[config.mk]
export PLATFORM = sky130hd
export DESIGN_NAME = daq_trigger_manager
export DESIGN_NICKNAME = d
export VERILOG_FILES = /design/src/rtl/daq_trigger_manager.sv
export SDC_FILE = /design/constraint.sdc
export NUM_CORES = 1
export LEC_CHECK = 0
export BUFFER_PORTS_ARGS = -buffer_cell sky130_fd_sc_hd__clkbuf_2
export CORE_UTILIZATION = 35
export CTS_BUF_LIST = sky130_fd_sc_hd__clkbuf_4
export DETAILED_ROUTE_END_ITERATION = 6
export MAX_ROUTING_LAYER = met4
export SYNTH_ARGS = -nofsm -noshare
export SYNTH_HDL_FRONTEND = slang
export SYNTH_SLANG_ARGS = --single-unit
[constraint.sdc]
create_clock -name clock -period 2.7 [get_ports clock]
set_input_delay 0.405 -clock clock [delete_from_list [all_inputs] [get_ports clock]]
set_output_delay 0.405 -clock clock [all_outputs]
set_load 0.005 [all_outputs]
[src/rtl/daq_trigger_manager.sv]
// ---------------------------------------------------------------------------
// daq_trigger_manager
//
// Qualifies and sequences board trigger sources into single start pulses for
// the DRS readout block. Each raw trigger is synchronised and edge detected,
// then masked. The software force trigger is added to the result. Qualified
// triggers pass through a 1-of-(prescale+1) prescaler. An accepted event
// issues one start pulse, waits for the readout busy cycle and then applies a
// holdoff before re-arming. Qualified triggers that arrive during dead time
// are counted as lost.
//
// Ports:
//   clock, reset_n         system clock, asynchronous active-low reset
//   trigger_i              raw asynchronous triggers (active high)
//   source_mask_i          per-source enable (1 = enabled)
//   force_trigger_i        synchronous software trigger, level sampled
//   enable_i               arm enable
//   clear_i                synchronous clear of timestamp/counters/prescaler
//   prescale_i             accept 1 of every prescale_i+1 qualified triggers
//   holdoff_i              dead cycles after busy_i falls
//   busy_i                 readout busy from the DRS block
//   trigger_o              one-cycle start pulse
//   armed_o                high while ARMED
//   state_o                FSM state (IDLE=0 ARMED=1 FIRE=2 WAIT_BUSY=3 HOLDOFF=4)
//   timestamp_o            free-running cycle counter
//   event_count_o          accepted events (wraps)
//   event_timestamp_o      timestamp captured at the last accept
//   event_source_o         qualified vector at the last accept, MSB = force
//   lost_count_o           qualified triggers during dead time (saturates)
//
// Handshake: busy_i is a plain level from the readout block. After each start
// pulse the block waits for busy_i to go high and then low. If busy_i never
// rises within BUSY_TIMEOUT cycles, the wait ends as if busy had fallen.
// ---------------------------------------------------------------------------
module daq_trigger_manager #(
  parameter int TS_WIDTH       = 48,
  parameter int EVT_WIDTH      = 32,
  parameter int N_SOURCES      = 4,
  parameter int PRESCALE_WIDTH = 16,
  parameter int HOLDOFF_WIDTH  = 16,
  parameter int BUSY_TIMEOUT   = 15
) (
  input  logic                      clock,
  input  logic                      reset_n,
  input  logic [N_SOURCES-1:0]      trigger_i,
  input  logic [N_SOURCES-1:0]      source_mask_i,
  input  logic                      force_trigger_i,
  input  logic                      enable_i,
  input  logic                      clear_i,
  input  logic [PRESCALE_WIDTH-1:0] prescale_i,
  input  logic [HOLDOFF_WIDTH-1:0]  holdoff_i,
  input  logic                      busy_i,
  output logic                      trigger_o,
  output logic                      armed_o,
  output logic [2:0]                state_o,
  output logic [TS_WIDTH-1:0]       timestamp_o,
  output logic [EVT_WIDTH-1:0]      event_count_o,
  output logic [TS_WIDTH-1:0]       event_timestamp_o,
  output logic [N_SOURCES:0]        event_source_o,
  output logic [EVT_WIDTH-1:0]      lost_count_o
);

  localparam int BTO_W = $clog2(BUSY_TIMEOUT + 1);
  localparam logic [BTO_W-1:0] BTO_LAST = BTO_W'(BUSY_TIMEOUT - 1);

  typedef enum logic [2:0] {
    S_IDLE      = 3'd0,
    S_ARMED     = 3'd1,
    S_FIRE      = 3'd2,
    S_WAIT_BUSY = 3'd3,
    S_HOLDOFF   = 3'd4
  } state_t;

  state_t                    r_state;
  state_t                    w_next;
  logic [N_SOURCES-1:0]      r_sync1, r_sync2, r_hist;
  logic                      r_trigger, r_armed;
  logic [TS_WIDTH-1:0]       r_ts, r_evt_ts;
  logic [EVT_WIDTH-1:0]      r_evt_cnt, r_lost;
  logic [N_SOURCES:0]        r_evt_src;
  logic [PRESCALE_WIDTH-1:0] r_presc;
  logic [HOLDOFF_WIDTH-1:0]  r_hold;
  logic [BTO_W-1:0]          r_bto;
  logic                      r_seen;

  logic [N_SOURCES-1:0]      w_edge;
  logic [N_SOURCES:0]        w_q;
  logic                      w_qual, w_accept, w_presc_inc, w_dead, w_wb_done;
  state_t                    w_exit_state;

  assign w_edge = r_sync2 & ~r_hist;
  assign w_q    = {force_trigger_i, w_edge & source_mask_i};
  assign w_qual = |w_q;
  assign w_dead = (r_state == S_FIRE) || (r_state == S_WAIT_BUSY) ||
                  (r_state == S_HOLDOFF);

  // Busy cycle complete: busy was seen and has dropped, or busy never rose
  // and this is the last cycle of the timeout window.
  assign w_wb_done = !busy_i && (r_seen || (r_bto == BTO_LAST));

  // Where the dead time ends: straight back (no holdoff) or into HOLDOFF.
  assign w_exit_state = (holdoff_i != '0) ? S_HOLDOFF :
                        (enable_i ? S_ARMED : S_IDLE);

  always_comb begin
    w_next      = r_state;
    w_accept    = 1'b0;
    w_presc_inc = 1'b0;
    case (r_state)
      S_IDLE: begin
        if (enable_i) w_next = S_ARMED;
      end
      S_ARMED: begin
        // Disarm wins over a trigger arriving in the same cycle.
        if (!enable_i) begin
          w_next = S_IDLE;
        end else if (w_qual) begin
          if (r_presc == prescale_i) begin
            w_accept = 1'b1;
            w_next   = S_FIRE;
          end else begin
            w_presc_inc = 1'b1;
          end
        end
      end
      S_FIRE: begin
        w_next = S_WAIT_BUSY;
      end
      S_WAIT_BUSY: begin
        if (w_wb_done) w_next = w_exit_state;
      end
      S_HOLDOFF: begin
        if (r_hold <= HOLDOFF_WIDTH'(1)) w_next = enable_i ? S_ARMED : S_IDLE;
      end
      default: begin
        w_next = S_IDLE;
      end
    endcase
  end

  always_ff @(posedge clock or negedge reset_n) begin
    if (!reset_n) begin
      r_state   <= S_IDLE;
      r_sync1   <= '0;
      r_sync2   <= '0;
      r_hist    <= '0;
      r_trigger <= 1'b0;
      r_armed   <= 1'b0;
      r_ts      <= '0;
      r_evt_ts  <= '0;
      r_evt_cnt <= '0;
      r_evt_src <= '0;
      r_lost    <= '0;
      r_presc   <= '0;
      r_hold    <= '0;
      r_bto     <= '0;
      r_seen    <= 1'b0;
    end else begin
      r_state   <= w_next;
      r_sync1   <= trigger_i;
      r_sync2   <= r_sync1;
      r_hist    <= r_sync2;
      r_trigger <= (w_next == S_FIRE);
      r_armed   <= (w_next == S_ARMED);

      r_ts <= clear_i ? '0 : r_ts + TS_WIDTH'(1);

      // Clear overrides the increment even on the accepting edge; the
      // start pulse and the captured timestamp/source are unaffected.
      if (clear_i)       r_evt_cnt <= '0;
      else if (w_accept) r_evt_cnt <= r_evt_cnt + EVT_WIDTH'(1);

      if (w_accept) begin
        r_evt_ts  <= r_ts;
        r_evt_src <= w_q;
      end

      if (clear_i)                              r_lost <= '0;
      else if (w_dead && w_qual && r_lost != '1) r_lost <= r_lost + EVT_WIDTH'(1);

      if (clear_i || w_accept) r_presc <= '0;
      else if (w_presc_inc)    r_presc <= r_presc + PRESCALE_WIDTH'(1);

      // Busy timeout window only advances while busy has not yet been seen.
      if (r_state != S_WAIT_BUSY) begin
        r_bto  <= '0;
        r_seen <= 1'b0;
      end else begin
        if (busy_i)               r_seen <= 1'b1;
        if (!r_seen && !busy_i)   r_bto  <= r_bto + BTO_W'(1);
      end

      if (r_state == S_WAIT_BUSY && w_next == S_HOLDOFF) r_hold <= holdoff_i;
      else if (r_state == S_HOLDOFF)                     r_hold <= r_hold - HOLDOFF_WIDTH'(1);
    end
  end

  assign trigger_o         = r_trigger;
  assign armed_o           = r_armed;
  assign state_o           = r_state;
  assign timestamp_o       = r_ts;
  assign event_count_o     = r_evt_cnt;
  assign event_timestamp_o = r_evt_ts;
  assign event_source_o    = r_evt_src;
  assign lost_count_o      = r_lost;

endmodule

Word level (Yosys, flattened, before mapping)
Index checks and enable logic that the tools add are counted.

Logic and storage cells: 86. Flip-flop bits (word level): 219. Output and inout port bits: 170. Input port bits: 46.

Bitwise operators: 3. Reduce and logical (&&, ||, !) cells: 20. Eq/ne operators: 11. Add/sub/neg operators: 6. Magnitude comparators: 1. Muxes and demuxes: 30.

Operators with widths (number): $mux W32 (4); $add A32 B1 Y32 const B (2); $mux W16 (4); $add A48 B1 Y48 const B (1); $mux W48 (1); $ne A32 B32 Y1 const B (1); $mux W3 (7); $add A16 B1 Y16 const B (1); $eq A16 B16 Y1 (1); $le A16 B1 Y1 const B (1); $reduce_bool A16 Y1 (1); $sub A16 B1 Y16 const B (1); $pmux W3 S5 (1); $reduce_bool A2 Y1 (6); $mux W1 (11); $eq A3 B2 Y1 const B (3); $and A4 B4 Y4 (2); $mux W4 (2); $eq A3 B1 Y1 const B (2); $eq A3 B3 Y1 const B (2); $logic_and A1 B1 Y1 (5); $reduce_or A5 Y1 (1); $add A4 B1 Y4 const B (1); $eq A4 B4 Y1 const B (1); 5 further kinds (9).

Longest topological paths before layout
Gate-level depths: netlist of run 1.

Word-level depth: 10. Gate-level depth with buffers: 9. Depth with buffers taken out: 7.

Least setup slack after synthesis of run 1
Ideal clock, no wire load.

Path type: input port to flip-flop. Start: input port source_mask_i[2]. End: register r_evt_src[4], in the netlist event_source_o[4]. Buffers on the path: 3. Required time: 2.575 ns. Setup time: 0.125 ns. Cell stages on the path: 8. Arrival: 2.025 ns. Path slack: 0.550 ns. Cells stage by stage: and3b_1 or4_1 buf_2 o21ai_4 nor2_2 buf_6 buf_6 mux2_4.

Word-level cells in the longest chain between the ends: 5.

Ends and longest elaborated chain: start, declared (line 46) `input logic [N_SOURCES-1:0] source_mask_i,`; $and A4 B4 Y4 (line 92) `assign w_q = {force_trigger_i, w_edge & source_mask_i};`; $reduce_or A5 Y1 (line 93) `assign w_qual = |w_q;`; $mux W1 (line 117) `end else if (w_qual) begin`; $mux W1 (line 115) `if (!enable_i) begin`; $mux W1 (line 109) `case (r_state)`; end signal, assigned (line 175) `r_evt_src <= w_q;`; end, declared (line 80) `logic [N_SOURCES:0] r_evt_src;`.

No other way between the ends. A chain may end at the register's enable or synchronous reset.

Final worst setup path of run 1
Start: register r_presc[7]. End: register r_evt_cnt[24], in the netlist event_count_o[24].

Word-level cells in the longest chain between the ends: 6.

Ends and longest elaborated chain: start, declared (line 81) `logic [PRESCALE_WIDTH-1:0] r_presc;`; start signal, assigned (line 182) `else if (w_presc_inc) r_presc <= r_presc + PRESCALE_WIDTH'(1);`; $eq A16 B16 Y1 (line 118) `if (r_presc == prescale_i) begin`; $mux W1 (line 118); $mux W1 (line 117); $mux W1 (line 115); $mux W1 (line 109); $reduce_bool A2 Y1 (no line); end signal, assigned (line 171) `else if (w_accept) r_evt_cnt <= r_evt_cnt + EVT_WIDTH'(1);`; end, declared (line 79) `logic [EVT_WIDTH-1:0] r_evt_cnt, r_lost;`.

No other way between the ends.

==> results.md, run 1 <==
- Outcome: finished clean
- Critical Path AT: 3.08 ns
- Min-delay worst type: in2reg
- Netlist cell types: 58
- Logic pwr share: 6.2%
- Tcrit/Tclk final: 94.84%
- Nets: 1420
- Critical R2R Capture: event_count_o[24]
- Routed len/inst: 16.52 um
- Fmax: 0.3905 GHz
- Post-detail-place hpwl: 20230 um
- Slew headroom: 51.98%
- Leak: 6.309 nW
- Average cell area after synthesis: 10.34 um^2
- CP endpoint kind: register
- First-pass GRT wire length: 49040 um
- Setup CP Type: reg2reg
- Seq cells post-synth: 219
- Pwr Density: 511.8 nW/um^2
- Post-route antenna net violation count: 0
- FILL cells: 3068
- CTS tree: done
- Initial antenna violation count: 3
- Post-synthesis adder-cell area fraction: 0.8936%
- Slew @ Worst Pin: 0.7195 ns
- Final setup viols: 0
- Clk buf depth: 3
- Final Hold Vio Count: 0
- Setup_tns: 0 ns
- Post-layout min period: 2.561 ns
- H-tree Lvls: 3
- Initial core utilization: 35.50%
- Overflow after GRT: 0
- Via count: 9692
- Hold Path Origin: holdoff_i[15]
- Clock power frac: 46.0%
- Met3 WL: 1849 um
- Drt drc: 0
- Die ar.: 32720 um^2
- RSZ-0062 raised after global routing: no
- Primary FF master, synth: dfrtp_1
- Ys async rst share: 100.0%
- Register area share after synthesis: 48.92%
- Number of enable flip-flop cells after synthesis: 0
- Peak VDD IR: 0.2719 mV
- Final core utilization: 44.13%
- CTS root buf: clkbuf_4
- P_sw: 1.793 mW
- Worst clock skew: 0.05389 ns
- Max-cap violations: 0
- Number of I/O pins: 216
- Largest family of logic cells by synthesized area: simple AND/OR/NAND/NOR gates
- Crit start category: register
- Critical path peak fanout: 63
- Pin count of the biggest net entering global routing: 82
- Clk_lat worst skew: 0.66 ns
- Synth Area in Compound Gates: 11.01%
- Core area: 31560 um^2
- Max layer used: met4
- Multiplexer share of the synthesized area: 8.277%
- FP Rows: 65
- Mapped Area: 11200 um^2
- Data required, critical path: 3.22 ns
- Total track usage: 18.88%
- Share of cells above drive strength 1: 30.98%
- Post-synthesis xor/xnor area fraction: 4.769%
- Overall power: 7.127 mW
- PortBufs: 215
- Total CTS buffers: 67
- Sequential group share of total power: 47.9%
- Vias in the first global route: 9263
- Post-DR vias/cell: 5.358
- Clock sink count: 219
- Drt first pass iters: 5
- Initial DRC Count: 617
- Mapped Nets: 1137
- Mapped Cells: 1083
- CTS clk-pin slew, worst paths: 0.07 ns
- Yosys warns: 0
- Die Y: 180.9 um
- Met1 WL: 13950 um
- FF-to-FF path depth: 6
- Met2 Routed Length: 13340 um
- Hold EP: r_hold[15]
- Int Power: 5.334 mW
- Routability Congestion: 0.8504
- P&R area growth vs syn: 24.32%
- WL final: 29880 um
- Finished Cell Area: 13930 um^2
- R2r setup slk: 0.14 ns
- R2R Path Start: r_presc[7]
- Fin. max-slew vios: 0
- Die X: 180.9 um
- Cell Area, Placed: 12900 um^2
- Hold Path Depth: 3
- Simple-Gate Fraction of Synth Area: 22.55%
- Sw Ratio: 25.16%
==> area by class of cell <==
class / count / area (um^2) / area share (%)
antenna: 3 / 7.507 / 0.05391
clock buffer: 90 / 675.6 / 4.852
clock inverter: 17 / 152.6 / 1.096
inverter: 29 / 108.9 / 0.7817
multi-input combinational: 778 / 5329 / 38.27
sequential: 219 / 5480 / 39.35
tap: 402 / 503.0 / 3.612
timing repair buffer: 271 / 1669 / 11.99
==> logic make-up (layout without fill, tap and decap cells) <==
group / count (synthesis) / in the layout
adder cells (fa/ha/maj): 8 / 8
multiplexers: 69 / 69
AND/OR/NAND/NOR: 450 / 450
XOR/XNOR: 61 / 61
other: 0 / 3
AO/OA/AOI/OAI: 190 / 190
buffers and inverters: 86 / 407
flip-flops: 219 / 219
==> power groups by stage <==
| stage | Combinational, mW | Clock (mW) | Sequential, mW |
|---|---|---|---|
| 3_5_place_dp | 0.425 | 0 | 3.47 |
| 6_report | 0.440 | 3.28 | 3.41 |
| 4_1_cts | 0.449 | 3.43 | 3.41 |
| 3_3_place_gp | 0.417 | 0 | 3.47 |
| 2_1_floorplan | 0.215 | 0 | 3.45 |
| 5_1_grt | 0.499 | 3.62 | 3.41 |
==> worst max-delay path by stage <==
stage | cells after the start | startpoint | end
floorplan | 8 | source_mask_i[2] | event_source_o[4]
global route | 6 | r_presc[7] | event_count_o[24]
CTS | 6 | r_presc[7] | event_count_o[24]
detailed placement | 8 | source_mask_i[2] | event_count_o[24]
global placement | 8 | source_mask_i[2] | event_count_o[24]
finish | 6 | r_presc[7] | event_count_o[24]
==> metrics by stage <==
stage	hold slack [ns]	setup slack (ns)	instances
after floorplan	0.1094	0.5503	1083
after global placement	0.3317	0.2310	1680
after detailed placement	0.3347	0.1940	1680
after CTS	0.001385	0.2176	1806
after global routing	0.01583	0.1003	1809
final	0.04632	0.1394	1809
==> worst max-delay path, stage by stage (launching register included) <==
cell and delay, ns:
dfrtp_1 0.45, xor2_1 0.17, nor4_1 0.49, nand4_1 0.19, buf_4 0.34, nor4b_1 0.39
mux2_1 0.35
==> repair_timing <==
action / 4_1_cts / 5_1_grt
hold buffers: 19 / 0
endpoints found under the hold margin: 96 / 0
setup buffers: 0 / 0
setup endpoints to repair: 0 / 1
gates resized for setup: 0 / 1
==> cell usage in the layout (no fill, tap or decap), types with 4 or more instances in the layout <==
| cell type | netlist | routed |
|---|---|---|
| nor2b_1 | 18 | 18 |
| dfrtp_1 | 219 | 219 |
| dlygate4sd3_1 | 0 | 19 |
| nor3_1 | 15 | 15 |
| clkbuf_4 | 0 | 90 |
| a31oi_1 | 4 | 4 |
| o31ai_1 | 44 | 44 |
| o21ai_0 | 28 | 28 |
| mux2_4 | 40 | 40 |
| or2_2 | 5 | 5 |
| nand4_1 | 43 | 43 |
| buf_12 | 0 | 9 |
| xor2_1 | 44 | 44 |
| and2_1 | 10 | 10 |
| a21oi_1 | 74 | 74 |
| a221o_1 | 4 | 4 |
| o211ai_1 | 4 | 4 |
| and3_1 | 30 | 30 |
| nand3_1 | 53 | 53 |
| o32ai_1 | 10 | 10 |
| clkbuf_2 | 0 | 213 |
| nand2_1 | 63 | 63 |
| nor4_1 | 22 | 22 |
| ha_1 | 8 | 8 |
| mux2_2 | 28 | 28 |
| nor2_1 | 87 | 86 |
| and4_1 | 14 | 14 |
| inv_1 | 29 | 29 |
| or3_1 | 23 | 23 |
| and3b_1 | 5 | 5 |
| clkinv_1 | 0 | 9 |
| xnor2_1 | 17 | 17 |
| buf_4 | 7 | 29 |
| nand4b_1 | 6 | 6 |
| or4_1 | 44 | 44 |
==> per-layer routing <==
| metal | vias to the layer above | global-route usage, % |
|---|---|---|
| met5 | - | - |
| met4 | 0 | 7.111 |
| met3 | 62 | 4.515 |
| met2 | 318 | 27.40 |
| met1 | 4685 | 25.40 |
| li1 | 4627 | - |
==> synthesized netlist by cell type, types with 5 or more instances <==
cell      count  share of area (%)
a21oi_1      74                3.3
and2_1       10               0.56
and3_1       30                1.7
and3b_1       5               0.39
and4_1       14                1.1
buf_2        11               0.49
buf_4         7               0.47
buf_6         5               0.50
clkbuf_1     32                1.1
dfrtp_1     219                 49
ha_1          8               0.89
inv_1        29               0.97
mux2_2       28                2.8
mux2_4       40                5.4
nand2_1      63                2.1
nand3_1      53                2.4
nand4_1      43                2.4
nand4b_1      6               0.47
nor2_1       87                2.9
nor2b_1      18                1.0
nor3_1       15               0.67
nor4_1       22                1.2
o21ai_0      28                1.3
o31ai_1      44                2.9
o32ai_1      10               0.78
or2_2         5               0.28
or3_1        23                1.3
or4_1        44                2.9
xnor2_1      17                1.3
xor2_1       44                3.4
==> registers in the layout (all words and copies together) (netlist names), 5 cells and up <==
name,count
event_count_o,32
event_source_o,5
event_timestamp_o,48
lost_count_o,32
r_hold,16
r_presc,16
timestamp_o,48
Note: power is estimated with default switching activity, not from simulation.
==> run 2: changes to the inputs <==
--- a/config.mk
+++ b/config.mk
@@ -5,6 +5,7 @@
 export SDC_FILE = /design/constraint.sdc
 export NUM_CORES = 1
 export LEC_CHECK = 0
+export ABC_AREA = 1
 export BUFFER_PORTS_ARGS = -buffer_cell sky130_fd_sc_hd__clkbuf_2
 export CORE_UTILIZATION = 35
 export CTS_BUF_LIST = sky130_fd_sc_hd__clkbuf_4
==> results.md, run 2 <==
- Post-synth top cells: nand2_1 (546), nor2_1 (249), dfrtp_1 (219) (was dfrtp_1 (219), nor2_1 (87), a21oi_1 (74))
- Synth top area share: 44.38% (was 48.92%)
- Mapped Area: 12350 um^2 (was 11200 um^2)
- CTS root buf: clkbuf_4 (unchanged)
- Clock sink count: 219 (unchanged)
- CP delay by family, top: simple AND/OR/NAND/NOR gates (unchanged)
- Critical path peak fanout: 7 (was 63)
- H-tree Lvls: 3 (unchanged)
- Worst setup margin: 0.3872 ns (was 0.1394 ns)
- Peak VDD IR: 0.2663 mV (was 0.2719 mV)
- Die ar.: 36040 um^2 (was 32720 um^2)
- Tcrit/Tclk final: 85.66% (was 94.84%)
- Primary FF master, synth: dfrtp_1 (unchanged)
- Final Hold Vio Count: 0 (unchanged)
- Largest cells by area after synthesis: dfrtp_1 (44%), nand2_1 (17%), nor2_1 (7.6%), nand3_1 (6.4%), inv_1 (4.9%) (was dfrtp_1 (49%), mux2_4 (5.4%), xor2_1 (3.4%), a21oi_1 (3.3%), o31ai_1 (2.9%))
- Cells after DPL: 2363 (was 1680)
- Average cell area after synthesis: 7.154 um^2 (was 10.34 um^2)
- Post-detail-place hpwl: 27740 um (was 20230 um)
- Pwr Density: 462.1 nW/um^2 (was 511.8 nW/um^2)
- CTS clk-pin slew, worst paths: 0.06 ns (was 0.07 ns)
- Sw Ratio: 25.46% (was 25.16%)
- Clk_lat worst skew: 0.75 ns (was 0.66 ns)
- Routability Congestion: 0.9314 (was 0.8504)
- Final non-filler cell total: 2504 (was 1809)
- Post-route antenna net violation count: 0 (unchanged)
- Routed len/inst: 15.11 um (was 16.52 um)
- Crit start category: register (unchanged)
- Number of enable flip-flop cells after synthesis: 0 (unchanged)
- Top-count cell post-synth: nand2_1 (was dfrtp_1)
- PortBufs: 215 (unchanged)
- Max-cap violations: 0 (unchanged)
- Logic pwr share: 4.6% (was 6.2%)
- Critical Path AT: 2.94 ns (was 3.08 ns)
- Initial antenna violation count: 1 (was 3)
- First-pass GRT wire length: 61110 um (was 49040 um)
- CP Buf/Inv Count: 2 (was 1)
- Leak: 7.322 nW (was 6.309 nW)
- Int Power: 5.195 mW (was 5.334 mW)
- Critical R2R Capture: timestamp_o[46] (was event_count_o[24])
- Multiplexer share of the synthesized area: 0% (was 8.277%)
- Drt drc: 0 (unchanged)
- Pre-CTS WS: 0.3909 ns (was 0.1940 ns)
- Yosys warns: 0 (unchanged)
- Register area share after synthesis: 44.38% (was 48.92%)
- Hold EP: event_source_o[3] (was r_hold[15])
- Initial core utilization: 35.66% (was 35.50%)
- FILL cells: 3622 (was 3068)
- Post-layout min period: 2.313 ns (was 2.561 ns)
- Overflow after GRT: 0 (unchanged)
- WL final: 37850 um (was 29880 um)
- Total CTS buffers: 67 (unchanged)
- Fmax: 0.4324 GHz (was 0.3905 GHz)
- Die X: 189.8 um (was 180.9 um)
- Outcome: finished clean (unchanged)
- Setup CP Type: reg2reg (unchanged)
- Hold Path Depth: 3 (unchanged)
- Seq cells post-synth: 219 (unchanged)
- Post-synthesis adder-cell area fraction: 0.8106% (was 0.8936%)
- Clk buf depth: 3 (unchanged)
- Mapped Cells: 1726 (was 1083)
- Clock power frac: 47.8% (was 46.0%)
- Slew @ Worst Pin: 0.6542 ns (was 0.7195 ns)
- # Post-CTS Setup Buffers: 0 (unchanged)
- Netlist cell types: 37 (was 58)
- Synth Area in Compound Gates: 4.732% (was 11.01%)
- Data required, critical path: 3.33 ns (was 3.22 ns)
- Worst clock skew: 0.07027 ns (was 0.05389 ns)
- Cell taking the most area after synthesis: dfrtp_1 (unchanged)
- Hold Path Origin: source_mask_i[3] (was holdoff_i[15])
- Worst path max stage delay: 0.57 ns (was 0.49 ns)
- Via count: 12200 (was 9692)
- Mapped Nets: 1780 (was 1137)
- Total track usage: 22.05% (was 18.88%)
- Crit-path slowest cell: dfrtp_1 (was nor4_1)
- Multi-input logic area: 5966 um^2 (was 5329 um^2)
- Commonest non-fill, non-tap cells in the layout: nand2_1 (546), nor2_1 (249), dfrtp_1 (219) (was dfrtp_1 (219), clkbuf_2 (213), clkbuf_4 (90))
- P_sw: 1.775 mW (was 1.793 mW)
- Commonest non-fill, non-tap cell in the layout: nand2_1 (was dfrtp_1)
- Min-delay worst type: in2reg (unchanged)
- Nets: 2056 (was 1420)
- CP most frequent cell: nand2_1
- Overall power: 6.970 mW (was 7.127 mW)
- Number of I/O pins: 216 (unchanged)
- Initial DRC Count: 748 (was 617)
- Vias in the first global route: 11760 (was 9263)
- P&R area growth vs syn: 22.14% (was 24.32%)
- Share of cells above drive strength 1: 17.73% (was 30.98%)
- Post-synthesis xor/xnor area fraction: 5.887% (was 4.769%)
- R2r setup slk: 0.39 ns (was 0.14 ns)
- Drt first pass iters: 7 (was 5)
- Fin Hold WS: 0.08953 ns (was 0.04632 ns)
- Core area: 34630 um^2 (was 31560 um^2)
- Final setup viols: 0 (unchanged)
- Fin. max-slew vios: 0 (unchanged)
- CP endpoint kind: register (unchanged)
- Post-DR vias/cell: 4.871 (was 5.358)
- FF-to-FF path depth: 11 (was 6)
- Simple-Gate Fraction of Synth Area: 36.88% (was 22.55%)
- Slew headroom: 56.32% (was 51.98%)
- Ys async rst share: 100.0% (unchanged)
- RSZ-0062 raised after global routing: no (unchanged)
- Die Y: 189.8 um (was 180.9 um)
- Setup_tns: 0 ns (unchanged)
- Largest family of logic cells by synthesized area: simple AND/OR/NAND/NOR gates (unchanged)
- FP Rows: 68 (was 65)
- Reg area: 5480 um^2 (unchanged)
- Pin count of the biggest net entering global routing: 63 (was 82)
- Sequential group share of total power: 47.6% (was 47.9%)
- R2R Path Start: timestamp_o[0] (was r_presc[7])
- CTS tree: done (unchanged)
- CP Cell Sequence: ha_1 > nand2_1 > nor2_2 > nand2_1 > nor2_1 > inv_1 > nor2_2 > nand3_1 > nand2_1 > inv_1 > nor3_1 (was xor2_1 > nor4_1 > nand4_1 > buf_4 > nor4b_1 > mux2_1)
[run 2: changes by cell type after synthesis, moves of 41 or more]
cell and delta:
o21ai_1 +41, inv_1 +133, nor2_1 +162, a21oi_1 -56, nor3_1 +49, or4_1 -44, o31ai_1 -43, nand3_1 +104
nand2_1 +483
[run 2: worst max path at each step]
stage / start / end / slack [ns] / depth (start not counted)
after floorplan: lost_count_o[0] / lost_count_o[3] / 0.88 / 12
after global routing: timestamp_o[0] / timestamp_o[46] / 0.12 / 11
after detailed placement: timestamp_o[0] / timestamp_o[46] / 0.39 / 11
final: timestamp_o[0] / timestamp_o[46] / 0.39 / 11
after global placement: timestamp_o[0] / timestamp_o[46] / 0.43 / 10
after CTS: timestamp_o[0] / timestamp_o[46] / 0.35 / 11
[run 2: timing repair]
item | CTS | global route
endpoints found under the setup margin | 0 | 0
hold endpoints to repair | 145 | 0
hold buffers | 25 | 0
resized for setup | 0 | 0
[run 2: per-layer routing]
layer,vias to the layer above,wire [um],global-route usage [%]
met5,-,0,-
met4,0,962,7.816
met3,78,2518,4.427
met2,419,16710,32.50
met1,5623,17660,29.93
li1,6076,-,-
[run 2: cell families (layout without fill, tap and decap cells)]
family	after synthesis	in the layout
buffers and inverters	226	547
AOI/OAI and AO/OA	108	108
other	0	2
xor gates and xnor gates	83	83
adders and majority gates	8	8
DFF	219	219
and+or+nand+nor	1082	1082
[run 2: power groups by stage]
stage	Sequential (mW)	Combinational, mW	Clock (mW)
4_1_cts	3.32	0.327	3.47
3_5_place_dp	3.38	0.297	0
5_1_grt	3.32	0.363	3.63
3_3_place_gp	3.38	0.296	0
6_report	3.32	0.319	3.33
2_1_floorplan	3.37	0.121	0
[run 2: tightest hold or removal path, delay by kind of cell]
family | cells | cell delay, ns
compound gates | 1 | 0.11
buf+inv | 1 | 0.08
simple gates | 1 | 0.14
[run 2: layout make-up]
type                    instances  share of cell area (%)
multi-input cells            1281                   39.56
flip-flops and latches        219                   36.34
repair buffers                259                   10.39
clock buffers                  87                   4.330
inverters                     174                   4.330
well taps                     455                   3.775
clock inverters                27                   1.253
diodes                          2                 0.03318
[run 2: per-stage QoR]
stage	instance area [um^2]	util, %
finish	15080	43.55
global placement	13980	40.39
CTS	15080	43.54
global route	15080	43.55
detailed placement	13980	40.39
floorplan	12350	-
